$ cat config.mk
export PLATFORM = sky130hd
export DESIGN_NAME = fifo_ctrl_param_flat
export DESIGN_NICKNAME = d
export VERILOG_FILES = /design/src/rtl/fifo_ctrl_param_if.sv /design/src/rtl/fifo_ctrl_param.sv /design/src/flat_wrapper.sv
export SDC_FILE = /design/constraint.sdc
export NUM_CORES = 1
export LEC_CHECK = 0
export CORE_ASPECT_RATIO = 0.5
export CORE_UTILIZATION = 46
export DETAILED_ROUTE_END_ITERATION = 10
export PLACE_DENSITY = 0.74
export SLEW_MARGIN = 20
export SYNTH_ARGS = -nofsm -noshare
export SYNTH_HDL_FRONTEND = slang
export SYNTH_SLANG_ARGS = --single-unit
$ cat constraint.sdc
create_clock -name clk -period 2.1 [get_ports clk]
set_input_delay 0.525 -clock clk [delete_from_list [all_inputs] [get_ports clk]]
set_output_delay 0.525 -clock clk [all_outputs]
set_load 0.05 [all_outputs]
$ cat src/rtl/fifo_ctrl_param_if.sv
// Push/pop handshake, thresholds and status bundle for one fifo_ctrl_param channel.
// The producer side uses the master modport; the FIFO itself uses slave.
interface fifo_ctrl_param_if #(
  parameter int unsigned WORD_SIZE = 6,
  parameter int unsigned PTR_L     = 2
) ();

  logic [WORD_SIZE-1:0] data_in;
  logic                 push;
  logic                 pop;
  logic [PTR_L:0]       th_almost_full;
  logic [PTR_L:0]       th_almost_empty;

  logic [WORD_SIZE-1:0] data_out;
  logic                 valid;
  logic [PTR_L:0]       fifo_count;
  logic                 full;
  logic                 empty;
  logic                 almost_full;
  logic                 almost_empty;
  logic                 overflow;
  logic                 underflow;

  modport master (
    output data_in,
    output push,
    output pop,
    output th_almost_full,
    output th_almost_empty,
    input  data_out,
    input  valid,
    input  fifo_count,
    input  full,
    input  empty,
    input  almost_full,
    input  almost_empty,
    input  overflow,
    input  underflow
  );

  modport slave (
    input  data_in,
    input  push,
    input  pop,
    input  th_almost_full,
    input  th_almost_empty,
    output data_out,
    output valid,
    output fifo_count,
    output full,
    output empty,
    output almost_full,
    output almost_empty,
    output overflow,
    output underflow
  );

endinterface

$ cat src/rtl/fifo_ctrl_param.sv
// Parametrised synchronous FIFO with internal pointers, occupancy count, threshold flags,
// sticky overflow/underflow and a one-cycle registered read port with valid strobe.
module fifo_ctrl_param #(
  parameter int unsigned MEM_SIZE  = 4,
  parameter int unsigned WORD_SIZE = 6,
  parameter int unsigned PTR_L     = 2
) (
  input  logic             clk,
  input  logic             reset,
  fifo_ctrl_param_if.slave bus
);

  typedef logic [PTR_L-1:0]     ptr_t;
  typedef logic [PTR_L:0]       cnt_t;
  typedef logic [WORD_SIZE-1:0] word_t;

  localparam cnt_t FullCount = cnt_t'(MEM_SIZE);

  // Storage is never reset; only the pointers and count define what is live.
  word_t mem_q [MEM_SIZE];

  ptr_t  wr_ptr_q,    wr_ptr_d;
  ptr_t  rd_ptr_q,    rd_ptr_d;
  cnt_t  count_q,     count_d;
  word_t data_out_q,  data_out_d;
  logic  valid_q,     valid_d;
  logic  overflow_q,  overflow_d;
  logic  underflow_q, underflow_d;

  logic full, empty;
  logic push_ok, pop_ok;

  // Status decodes of registered count plus live thresholds.
  always_comb begin
    full    = (count_q == FullCount);
    empty   = (count_q == '0);
    push_ok = bus.push & (~full | bus.pop);
    pop_ok  = bus.pop & ~empty;
  end

  always_comb begin
    wr_ptr_d    = wr_ptr_q;
    rd_ptr_d    = rd_ptr_q;
    count_d     = count_q;
    data_out_d  = data_out_q;
    valid_d     = 1'b0;
    overflow_d  = overflow_q | (bus.push & full & ~bus.pop);
    underflow_d = underflow_q | (bus.pop & empty);

    if (push_ok) begin
      wr_ptr_d = wr_ptr_q + 1'b1;
    end
    if (pop_ok) begin
      // Reads the pre-edge memory, so push+pop at full returns the oldest word.
      data_out_d = mem_q[rd_ptr_q];
      rd_ptr_d   = rd_ptr_q + 1'b1;
      valid_d    = 1'b1;
    end

    unique case ({push_ok, pop_ok})
      2'b10:   count_d = count_q + 1'b1;
      2'b01:   count_d = count_q - 1'b1;
      default: count_d = count_q;
    endcase
  end

  always_ff @(posedge clk or posedge reset) begin
    if (reset) begin
      wr_ptr_q    <= '0;
      rd_ptr_q    <= '0;
      count_q     <= '0;
      data_out_q  <= '0;
      valid_q     <= 1'b0;
      overflow_q  <= 1'b0;
      underflow_q <= 1'b0;
    end else begin
      wr_ptr_q    <= wr_ptr_d;
      rd_ptr_q    <= rd_ptr_d;
      count_q     <= count_d;
      data_out_q  <= data_out_d;
      valid_q     <= valid_d;
      overflow_q  <= overflow_d;
      underflow_q <= underflow_d;
    end
  end

  always_ff @(posedge clk) begin
    if (push_ok) begin
      mem_q[wr_ptr_q] <= bus.data_in;
    end
  end

  assign bus.data_out     = data_out_q;
  assign bus.valid        = valid_q;
  assign bus.fifo_count   = count_q;
  assign bus.full         = full;
  assign bus.empty        = empty;
  assign bus.almost_full  = (count_q >= bus.th_almost_full);
  assign bus.almost_empty = (count_q <= bus.th_almost_empty);
  assign bus.overflow     = overflow_q;
  assign bus.underflow    = underflow_q;

endmodule

$ cat src/flat_wrapper.sv
// flat-port wrapper written by rule: the top's interface ports become plain ports
module fifo_ctrl_param_flat 
#(
  parameter int unsigned MEM_SIZE  = 4,
  parameter int unsigned WORD_SIZE = 6,
  parameter int unsigned PTR_L     = 2
)
  (clk, reset, bus_data_in, bus_push, bus_pop, bus_th_almost_full, bus_th_almost_empty, bus_data_out, bus_valid, bus_fifo_count, bus_full, bus_empty, bus_almost_full, bus_almost_empty, bus_overflow, bus_underflow);
  fifo_ctrl_param_if #(.WORD_SIZE(WORD_SIZE), .PTR_L(PTR_L)) bus_i ();
  input  logic clk;
  input  logic reset;
  input wire logic [$bits(bus_i.data_in)-1:0] bus_data_in;
  input wire logic [$bits(bus_i.push)-1:0] bus_push;
  input wire logic [$bits(bus_i.pop)-1:0] bus_pop;
  input wire logic [$bits(bus_i.th_almost_full)-1:0] bus_th_almost_full;
  input wire logic [$bits(bus_i.th_almost_empty)-1:0] bus_th_almost_empty;
  output wire logic [$bits(bus_i.data_out)-1:0] bus_data_out;
  output wire logic [$bits(bus_i.valid)-1:0] bus_valid;
  output wire logic [$bits(bus_i.fifo_count)-1:0] bus_fifo_count;
  output wire logic [$bits(bus_i.full)-1:0] bus_full;
  output wire logic [$bits(bus_i.empty)-1:0] bus_empty;
  output wire logic [$bits(bus_i.almost_full)-1:0] bus_almost_full;
  output wire logic [$bits(bus_i.almost_empty)-1:0] bus_almost_empty;
  output wire logic [$bits(bus_i.overflow)-1:0] bus_overflow;
  output wire logic [$bits(bus_i.underflow)-1:0] bus_underflow;
  assign bus_i.data_in = bus_data_in;
  assign bus_i.push = bus_push;
  assign bus_i.pop = bus_pop;
  assign bus_i.th_almost_full = bus_th_almost_full;
  assign bus_i.th_almost_empty = bus_th_almost_empty;
  assign bus_data_out = bus_i.data_out;
  assign bus_valid = bus_i.valid;
  assign bus_fifo_count = bus_i.fifo_count;
  assign bus_full = bus_i.full;
  assign bus_empty = bus_i.empty;
  assign bus_almost_full = bus_i.almost_full;
  assign bus_almost_empty = bus_i.almost_empty;
  assign bus_overflow = bus_i.overflow;
  assign bus_underflow = bus_i.underflow;
  fifo_ctrl_param #(.MEM_SIZE(MEM_SIZE), .WORD_SIZE(WORD_SIZE), .PTR_L(PTR_L)) u_core (.clk(clk), .reset(reset), .bus(bus_i));
endmodule
==> out/metrics.cfg <==
[outcome]
status=finished, violations left
violations=setup timing

[global_route]
grt_max_degree=17
grt_antenna_before_repair=0
grt_usage_pct=17.5
grt_pass1_wl_um=5130
grt_pass1_vias=1017
overflow=0

[floorplan]
ios=32
row_count=15
die_h_um=45.9
die_area_um2=4130
die_w_um=89.9
coreArea_um2=3570
floorplan.initialDensity_pct=49.8

[run]
max_cap_viol_count=0

[clock_tree]
cts_tree=done
clockBufferDepth=2
clk_latency_ns=0.30
cts_hold_buf=0
cts-root-buf=clkbuf_8
cts_buffers=5
clock-sinks=40
h-tree-depth=2
clkTransAtPathRegs_ns=0.08

[timing]
clock_skew_ns=0.00804
maxSlewViolCount=0
rsz0062_at_grt=true
clock.fmax_ghz=0.456
setup_viol=2
worst_slack_ns=-0.0938
finalHoldViolations=0
post-route-min-period_ns=2.19
relSlewSlack_pct=60.5
period_share_pct=104
tightest_slew_ns=0.591

[pwr]
vdd_drop_max_v=0.000641
p_leak_nw=1.03
power_density_nw_per_um2=1600
p_total_mw=3.96

[route]
vias_per_cell=4.74
drcViolationCount=0
vias=1043
dr.pass1.iters=4
wl_per_cell_um=14.0
ant_nets=0
wl_um=3090
drt_iter0_drc=71

[critical_path]
start_kind=flop
critical_path_class=reg2out
cp_slowest_cell=dfrtp_4
reg2reg_depth=10
cp_slowest_stage_delay_ns=0.50
cp_data_arrival_time_ns=1.67
critPathRequiredTime_ns=1.57
worstPathCellList=inv_4, ha_4, nand2b_4, a21o_1, a21o_4, buf_8
endpoint_kind=output pin
crit_fanout=2

[cells_and_area]
diodes=0
final_cell_mix=24 x edfxtp_1, 18 x nand2_1, 18 x clkdlybuf4s50_1
design_area_um2=2470
area_growth_pct=39.0
final_layout_size_suffix_gt1_share_pct=32.5
nets=196
mostFrequentLayoutCell=edfxtp_1

[placed_design]
portBuffers=31
dp_hpwl_um=2130
placed_area_um2=2240
place.gp.congestion=0.703
dp_worst_setup_slack_ns=-0.438

[synthesis]
yosysSeqAreaShare_pct=63.1
synth_seq_cells=40
netlist-cell-type-count=28
syn_inst=118
syn_area_um2=1780
syn-num-nets=146
yosysWarnings=0
avgSynthCellArea_um2=15.0

[hold_path]
whs_path_depth=1
hp-class=reg2reg

-- final timing paths --
kind / startpoint / endpoint / slack [ns]
max: u_core.bus.fifo_count[0] / bus_almost_full / -0.09
min: u_core.bus.overflow / u_core.bus.overflow / 0.47
max reg2reg: u_core.bus.fifo_count[0] / u_core.bus.fifo_count[2] / 0.03
min reg2reg: u_core.bus.overflow / u_core.bus.overflow / 0.47
max in group asynchronous: reset / u_core.bus.fifo_count[0] / 1.08
min in group asynchronous: reset / u_core.bus.underflow / 0.59
-- cell usage after synthesis --
master / instances / area [um2]
nor4b_4: 1 / 23.8
buf_1: 1 / 3.75
fa_1: 1 / 20.0
edfxtp_1: 24 / 721
nor3_1: 1 / 5.00
a21o_1: 4 / 30.0
nor2_1: 1 / 3.75
inv_1: 11 / 41.3
and2_1: 4 / 25.0
buf_2: 1 / 5.00
nand2b_1: 1 / 6.26
xnor2_1: 4 / 35.0
mux2i_1: 1 / 10.0
inv_4: 1 / 6.26
o31ai_4: 1 / 21.3
nand2_2: 1 / 6.26
xor2_1: 2 / 17.5
dfrtp_1: 16 / 400
nor2b_1: 1 / 6.26
ha_1: 11 / 138
and3_1: 1 / 6.26
o21ai_0: 1 / 5.00
o21a_1: 1 / 7.51
nor2b_2: 1 / 8.76
nand3_1: 1 / 5.00
nand2_1: 18 / 67.6
mux2_4: 1 / 15.0
mux4_2: 6 / 135
-- worst max-delay path, delay by kind of cell (launching register included) --
family | cells | cell delay, ns
flip-flops | 1 | 0.50
AND/OR/NAND/NOR | 1 | 0.12
adder cells (fa/ha/maj) | 1 | 0.19
AO/OA/AOI/OAI | 2 | 0.35
buffers and inverters | 2 | 0.21
-- final cells by class --
class,instances,area (um2)
Clock buffer,5,68.8
Clock inverter,3,47.5
Fill cell,232,1100
Inverter,12,50.0
Multi-Input combinational cell,64,671
Sequential cell,40,1130
Tap cell,51,63.8
Timing Repair Buffer,45,439
-- registers in the layout, summed over array words and instances, names as in the netlist --
signal                 count
u_core.bus.data_out        6
u_core.rd_ptr_q            2
u_core.bus.underflow       1
u_core.bus.valid           1
u_core.bus.fifo_count      3
u_core.mem_q              24
u_core.bus.overflow        1
u_core.wr_ptr_q            2
-- kinds of logic after synthesis --
kind of cell / count (synthesis) / share of synthesized area, %
flip-flops: 40 / 63.1
AND/OR/NAND/NOR: 31 / 9.23
buffers and inverters: 14 / 3.17
adder cells (fa/ha/maj): 12 / 8.88
multiplexers: 8 / 9.02
AO/OA/AOI/OAI: 7 / 3.59
XOR/XNOR: 6 / 2.96
-- where the power goes --
part | total, mW | switching (mW) | internal (mW) | leakage, nW
Combinational | 2.02 | 1.11 | 0.913 | 0.571
Sequential | 1.29 | 0.194 | 1.10 | 0.404
Clock | 0.638 | 0.280 | 0.358 | 0.0583
-- per-layer routing --
layer,share of wire [%],GRT usage [%],up-vias,routed length (um)
met5,0,0,-,0
met4,1.7,7.74,0,53
met3,3.9,5.33,7,121
met2,48,28.2,25,1470
met1,47,22.7,503,1440
li1,-,-,508,-
-- repair_timing --
item	4_1_cts	5_1_grt
resized for setup	19	3
setup endpoints to repair	3	5
endpoints found under the hold margin	0	0
pin swaps	11	6
setup buffers	6	0
-- through the flow --
stage | hold slack, ns | utilization, % | TNS [ns] | cells
floorplan | 0.439 | - | -0.0581 | 118
global placement | 0.439 | 62.9 | -1.26 | 206
detailed placement | 0.449 | 62.9 | -1.99 | 206
CTS | 0.471 | 68.8 | -0.212 | 220
global route | 0.494 | 69.2 | -0.395 | 220
finish | 0.466 | 69.2 | -0.141 | 220
No activity file was read; power rests on OpenSTA's default activity.
